`src/rtl/btle_rx_core_unit.sv`:
```
// rtl/btle_rx_core_unit.sv - BLE 1 Msym/s receiver: GFSK demod, access-address search, de-whitening, CRC24
// De-whitening LFSR is built only when BTLE_RX_DEWHITEN_EN is defined; otherwise bits pass through raw.
module btle_rx_core_unit #(
   parameter int GFSK_DEMODULATION_BIT_WIDTH = 16,
   parameter int LEN_UNIQUE_BIT_SEQUENCE     = 32,
   parameter int CHANNEL_NUMBER_BIT_WIDTH    = 6,
   parameter int CRC_STATE_BIT_WIDTH         = 24
) (
   input  logic                                          clk,
   input  logic                                          rst_n,
   input  logic        [LEN_UNIQUE_BIT_SEQUENCE-1:0]     unique_bit_sequence,
   input  logic        [CHANNEL_NUMBER_BIT_WIDTH-1:0]    channel_number,
   input  logic        [CRC_STATE_BIT_WIDTH-1:0]         crc_state_init_bit,
   input  logic signed [GFSK_DEMODULATION_BIT_WIDTH-1:0] i,
   input  logic signed [GFSK_DEMODULATION_BIT_WIDTH-1:0] q,
   input  logic                                          iq_valid,
   output logic                                          hit_flag,
   output logic        [6:0]                             payload_length,
   output logic                                          payload_length_valid,
   output logic                                          info_bit,
   output logic                                          bit_valid,
   output logic        [7:0]                             octet,
   output logic                                          octet_valid,
   output logic                                          decode_end,
   output logic                                          crc_ok
);
   localparam int W   = GFSK_DEMODULATION_BIT_WIDTH;
   localparam int AW  = LEN_UNIQUE_BIT_SEQUENCE;
   localparam int CW  = CRC_STATE_BIT_WIDTH;
   localparam int DW  = 2 * W + 1;
   localparam int RW  = 11;
   localparam int CIW = $clog2(CW);
   localparam logic [CW-1:0] CRC_POLY = CW'(24'h00065B);

   typedef enum logic [1:0] {S_SEARCH, S_HEADER, S_PAYLOAD} state_t;

   state_t              state_q;
   logic signed [W-1:0] i_prev_q, q_prev_q;
   logic                demod_q, demod_vld_q;
   logic [AW-1:0]       sr_q, sr_d;
   logic [3:0]          cnt_q;
   logic [RW-1:0]       rem_q;
   logic [CW-1:0]       crc_q, crc_d;
   logic                crc_err_q;
   logic [7:0]          oct_sr_q, oct_d;
   logic                oct_full_q, hdr_done_q, end_pend_q;
   logic                hit_q, info_q, bit_vld_q, oct_vld_q, len_vld_q, dec_end_q, crc_ok_q;
   logic [7:0]          octet_q;
   logic [6:0]          len_q;
   logic signed [DW-1:0] d;
   logic                white, info_d, fb, hit_d, bit_adv;
   logic [CIW-1:0]      crc_idx;

   assign d = DW'(i_prev_q) * DW'(q) - DW'(q_prev_q) * DW'(i);

   always_comb begin
      sr_d    = {demod_q, sr_q[AW-1:1]};
      info_d  = demod_q ^ white;
      fb      = crc_q[CW-1] ^ info_d;
      crc_d   = {crc_q[CW-2:0], 1'b0} ^ (fb ? CRC_POLY : '0);
      oct_d   = {info_d, oct_sr_q[7:1]};
      crc_idx = CIW'(rem_q - RW'(1));
      hit_d   = demod_vld_q && (state_q == S_SEARCH) && (sr_d == unique_bit_sequence);
      bit_adv = demod_vld_q && (state_q != S_SEARCH);
   end

`ifdef BTLE_RX_DEWHITEN_EN
   logic [6:0] wh_q, wh_d, wh_init;

   always_comb begin
      wh_init[0] = 1'b1;
      for (int k = 1; k < 7; k++) wh_init[k] = channel_number[6-k];
      wh_d = {wh_q[5:4], wh_q[3] ^ wh_q[6], wh_q[2:0], wh_q[6]};
   end

   assign white = wh_q[6];

   always_ff @(posedge clk or negedge rst_n) begin
      if (!rst_n)       wh_q <= '0;
      else if (hit_d)   wh_q <= wh_init;
      else if (bit_adv) wh_q <= wh_d;
   end
`else
   logic unused_channel;
   assign white          = 1'b0;
   assign unused_channel = ^channel_number;
`endif

   always_ff @(posedge clk or negedge rst_n) begin
      if (!rst_n) begin
         state_q     <= S_SEARCH;
         i_prev_q    <= '0;
         q_prev_q    <= '0;
         demod_q     <= 1'b0;
         demod_vld_q <= 1'b0;
         sr_q        <= '0;
         cnt_q       <= '0;
         rem_q       <= '0;
         crc_q       <= '0;
         crc_err_q   <= 1'b0;
         oct_sr_q    <= '0;
         oct_full_q  <= 1'b0;
         hdr_done_q  <= 1'b0;
         end_pend_q  <= 1'b0;
         hit_q       <= 1'b0;
         info_q      <= 1'b0;
         bit_vld_q   <= 1'b0;
         octet_q     <= '0;
         oct_vld_q   <= 1'b0;
         len_q       <= '0;
         len_vld_q   <= 1'b0;
         dec_end_q   <= 1'b0;
         crc_ok_q    <= 1'b0;
      end else begin
         hit_q       <= 1'b0;
         bit_vld_q   <= 1'b0;
         oct_full_q  <= 1'b0;
         hdr_done_q  <= 1'b0;
         end_pend_q  <= 1'b0;
         oct_vld_q   <= 1'b0;
         len_vld_q   <= 1'b0;
         dec_end_q   <= 1'b0;
         demod_vld_q <= iq_valid;

         if (iq_valid) begin
            demod_q  <= ~d[DW-1] & (|d);
            i_prev_q <= i;
            q_prev_q <= q;
         end

         // Octet/length/end reports trail the bit that completes them by one cycle
         if (oct_full_q) begin
            octet_q   <= oct_sr_q;
            oct_vld_q <= 1'b1;
         end
         if (hdr_done_q) begin
            len_q     <= oct_sr_q[6:0];
            len_vld_q <= 1'b1;
         end
         if (end_pend_q) begin
            dec_end_q <= 1'b1;
            crc_ok_q  <= ~crc_err_q;
         end

         if (hit_d) begin
            sr_q      <= sr_d;
            hit_q     <= 1'b1;
            state_q   <= S_HEADER;
            cnt_q     <= '0;
            crc_q     <= crc_state_init_bit;
            crc_err_q <= 1'b0;
            crc_ok_q  <= 1'b0;
         end else if (demod_vld_q && state_q == S_SEARCH) begin
            sr_q <= sr_d;
         end else if (bit_adv) begin
            info_q    <= info_d;
            bit_vld_q <= 1'b1;
            oct_sr_q  <= oct_d;
            cnt_q     <= cnt_q + 4'd1;
            if (cnt_q[2:0] == 3'd7) oct_full_q <= 1'b1;
            if (state_q == S_HEADER) begin
               crc_q <= crc_d;
               if (cnt_q == 4'd15) begin
                  hdr_done_q <= 1'b1;
                  rem_q      <= RW'({oct_sr_q[7:1], 3'b000}) + RW'(CW);
                  state_q    <= S_PAYLOAD;
               end
            end else begin
               // Last CW bits are the received CRC, checked against the frozen register
               if (rem_q > RW'(CW)) crc_q <= crc_d;
               else if (info_d != crc_q[crc_idx]) crc_err_q <= 1'b1;
               rem_q <= rem_q - RW'(1);
               if (rem_q == RW'(1)) begin
                  end_pend_q <= 1'b1;
                  state_q    <= S_SEARCH;
                  sr_q       <= '0;
               end
            end
         end
      end
   end

   assign hit_flag             = hit_q;
   assign payload_length       = len_q;
   assign payload_length_valid = len_vld_q;
   assign info_bit             = info_q;
   assign bit_valid            = bit_vld_q;
   assign octet                = octet_q;
   assign octet_valid          = oct_vld_q;
   assign decode_end           = dec_end_q;
   assign crc_ok               = crc_ok_q;
endmodule

```
`config.mk`:
```
export PLATFORM = sky130hd
export DESIGN_NAME = btle_rx_core_unit
export DESIGN_NICKNAME = d
export VERILOG_FILES = /design/src/rtl/btle_rx_core_unit.sv
export SDC_FILE = /design/constraint.sdc
export NUM_CORES = 2
export LEC_CHECK = 0
export BUFFER_PORTS_ARGS = -buffer_cell sky130_fd_sc_hd__buf_2
export CELL_PAD_IN_SITES_DETAIL_PLACEMENT = 0
export CELL_PAD_IN_SITES_GLOBAL_PLACEMENT = 2
export CORE_ASPECT_RATIO = 0.7
export CORE_MARGIN = 2
export CORE_UTILIZATION = 35
export CTS_CLUSTER_DIAMETER = 100
export CTS_CLUSTER_SIZE = 16
export DETAILED_ROUTE_END_ITERATION = 6
export PLACE_DENSITY_LB_ADDON = 0.05
export SYNTH_ARGS = -nofsm -noshare
export SYNTH_HDL_FRONTEND = slang
export SYNTH_SLANG_ARGS = --single-unit
```
`constraint.sdc`:
```
create_clock -name clk -period 10.57 [get_ports clk]
set_input_delay 0.5285 -clock clk [delete_from_list [all_inputs] [get_ports clk]]
set_output_delay 0.5285 -clock clk [all_outputs]
set_load 0.05 [all_outputs]
```
==> flow_summary.json <==
{
  "rsz0062_at_grt": "false",
  "clock_latency_ps": 470,
  "die_area_um2": 79200,
  "timing.rr.end": "demod_q$_DFFE_PN0P_",
  "crit_required_ps": 10910,
  "die_h_um": 236,
  "drcViolationCount": 0,
  "routed_wl_um": 80000,
  "finalSetupViolCount": 0,
  "post-route-util_pct": 38.0,
  "maxSlewViolCount": 0,
  "fin_worst_skew_ps": 18.0,
  "final_cells": 3822,
  "criticalPathCategory": "flop to flop",
  "num_vias": 18599,
  "fp.dieW_um": 336,
  "gp_congestion": 0.827,
  "regArea_um2": 3480,
  "drive_gt1_share_pct": 8.19,
  "syn_avg_cell_area_um2": 9.76,
  "outcome": "finished, final reports clean",
  "wire_per_inst_um": 20.9,
  "ys_top_cells_by_area": "fa_1 44%, dfrtp_1 13%, inv_1 9.0%",
  "cts_resized": 0,
  "relSlewSlack_pct": 23.4,
  "netlist_area_um2": 26900,
  "synth_edf_count": 0,
  "antenna_found_initial": 0,
  "nFillCells": 7781,
  "maxCapViolations": 0,
  "routed_via_density": 4.87,
  "io_buffers": 112,
  "final_common_cell": "inv_1",
  "async_flop_share_pct": 100,
  "drt_iter0_drc": 1189,
  "synth.top_cell.area_share_pct": 43.8,
  "yosys_warnings": 0,
  "grt_max_degree": 77,
  "cp_max_fo": 17,
  "antenna_left": 0,
  "synthFlopType": "dfrtp_1",
  "grt_pass1_vias": 19914,
  "cts_root_buf": "clkbuf_16",
  "hp-class": "input port to async pin",
  "r2r-start": "i_prev_q[15]$_DFFE_PN0P_",
  "post-cts-setup-buffers": 0,
  "synth_cell_types": 64,
  "hold_viol": 0,
  "worstSetupEndpointType": "flop",
  "start_util_pct": 35.2,
  "cts_buffer_depth": 2,
  "fin_crit_sh_pct": 87.1,
  "coreArea_um2": 76600,
  "cp-start-kind": "flop",
  "cts_buffers": 17,
  "reg2reg_depth": 24,
  "cts_tree": "done",
  "crit_start": "i_prev_q[15]$_DFFE_PN0P_",
  "ys_ff_latch": 139,
  "nNetsFinal": 3660,
  "h-tree-depth": 4,
  "setup_tns_ps": 0,
  "grtUsageTotal_pct": 21.4,
  "crit_end": "demod_q$_DFFE_PN0P_",
  "yosys.area.top_type": "fa_1",
  "num_io_pins": 119,
  "dp_slack_ps": 1300,
  "layout_common_cells": "649 x inv_1, 589 x fa_1, 274 x nand2_1",
  "drtPass1Iterations": 5,
  "fmax_mhz": 109,
  "area_growth_pct": 8.10,
  "rows": 85,
  "clock-sinks": 139,
  "syn_inst": 2760,
  "path_clk_slew_ps": 80,
  "grt_pass1_wl_um": 126000,
  "period_minus_slack_ps": 9200,
  "holdBufCountCts": 0,
  "tightest_slew_ps": 1140,
  "seq_area_frac_synth_pct": 12.9,
  "dpl.hpwl_um": 66200,
  "grt-ovfl-total": 0,
  "synthesis.nets": 3613,
  "finalWorstSetupSlack_ps": 1370,
  "cp.arrival_ps": 9540,
  "reg2reg_slack_ps": 1370,
  "multi_input_area_um2": 20600,
  "dp.cells": 3788
}
layout make-up:
class / count / share of cell area [%]
multi-input combinational: 1864 / 70.8
sequential: 139 / 11.9
inverter: 652 / 8.40
tap: 1000 / 4.30
timing repair buffer: 133 / 2.49
clock buffer: 18 / 1.51
clock inverter: 14 / 0.507
antenna: 2 / 0.0172
stage by stage:
| stage | instance area, um^2 | hold slack [ps] |
|---|---|---|
| floorplan | 26900 | 233 |
| global placement | 28500 | 381 |
| detailed placement | 28500 | 418 |
| CTS | 29100 | 150 |
| global route | 29100 | 177 |
| finish | 29100 | 111 |
flip-flops by register name, summed over array words and instances (netlist names), 2 cells and up:
name,flops
sr_q,31
crc_q,24
i_prev_q,16
q_prev_q,16
rem_q,11
oct_sr_q,8
octet,8
payload_length,7
cnt_q,4
state_q,2
per-layer routing:
| metal | vias to the layer above | track usage (%) | part of all wire [%] |
|---|---|---|---|
| met1 | 9870 | 35.4 | 54 |
| met2 | 320 | 29.1 | 40 |
| li1 | 8370 | - | - |
| met3 | 39 | 3.95 | 5.4 |
| met4 | 0 | 3.00 | 0.91 |
| met5 | - | 0 | 0 |
cell families after synthesis:
| kind of cell | Yosys count | share of synthesized area (%) |
|---|---|---|
| buffers and inverters | 757 | 10.6 |
| adders and majority gates | 756 | 51.5 |
| and+or+nand+nor | 736 | 13.8 |
| AOI/OAI and AO/OA | 214 | 5.19 |
| DFF | 139 | 12.9 |
| muxes | 81 | 3.52 |
| xor gates and xnor gates | 77 | 2.50 |
cell usage after synthesis, drive strengths merged (3+ instances only):
cell type and number:
a21o 6, a21oi 66, a22o 33, a22oi 4, a311oi 3, a31oi 9, and2 272, buf 7
clkbuf 98, dfrtp 139, fa 589, ha 167, inv 652, mux2 50, mux2i 25, mux4 6
nand2 274, nand2b 22, nand3 17, nand4 12, nor2 77, nor2b 18, nor3 20, nor4 10
o211ai 5, o21ai 44, o221ai 6, o22ai 6, o31a 3, o31ai 4, or4 3, xnor2 36
xor2 41
how the worst min path moves through the flow:
stage,cells after the start,to
global route,1,sr_q[3]$_DFFE_PN0P_
global placement,0,decode_end$_DFF_PN0_
CTS,1,sr_q[3]$_DFFE_PN0P_
detailed placement,0,decode_end$_DFF_PN0_
floorplan,0,bit_valid$_DFF_PN0_
finish,1,sr_q[3]$_DFFE_PN0P_
critical path, stage by stage (launching register included):
cell and delay, ps:
dfrtp_1 880, nand2_1 260, inv_1 200, fa_1 490, fa_1 620, fa_1 530, inv_1 320, fa_1 500
fa_1 500, fa_1 580, inv_1 60, fa_1 480, inv_1 50, fa_1 470, inv_1 40, ha_1 400
inv_2 90, a222oi_1 500, o221ai_1 290, or4_1 570, nor4_1 310, nand4_1 140, a211o_1 260, nor4_2 380
a211oi_1 130
Power is not shown: default switching activity piles up to over one toggle a cycle in this logic, so the estimate is an artifact.
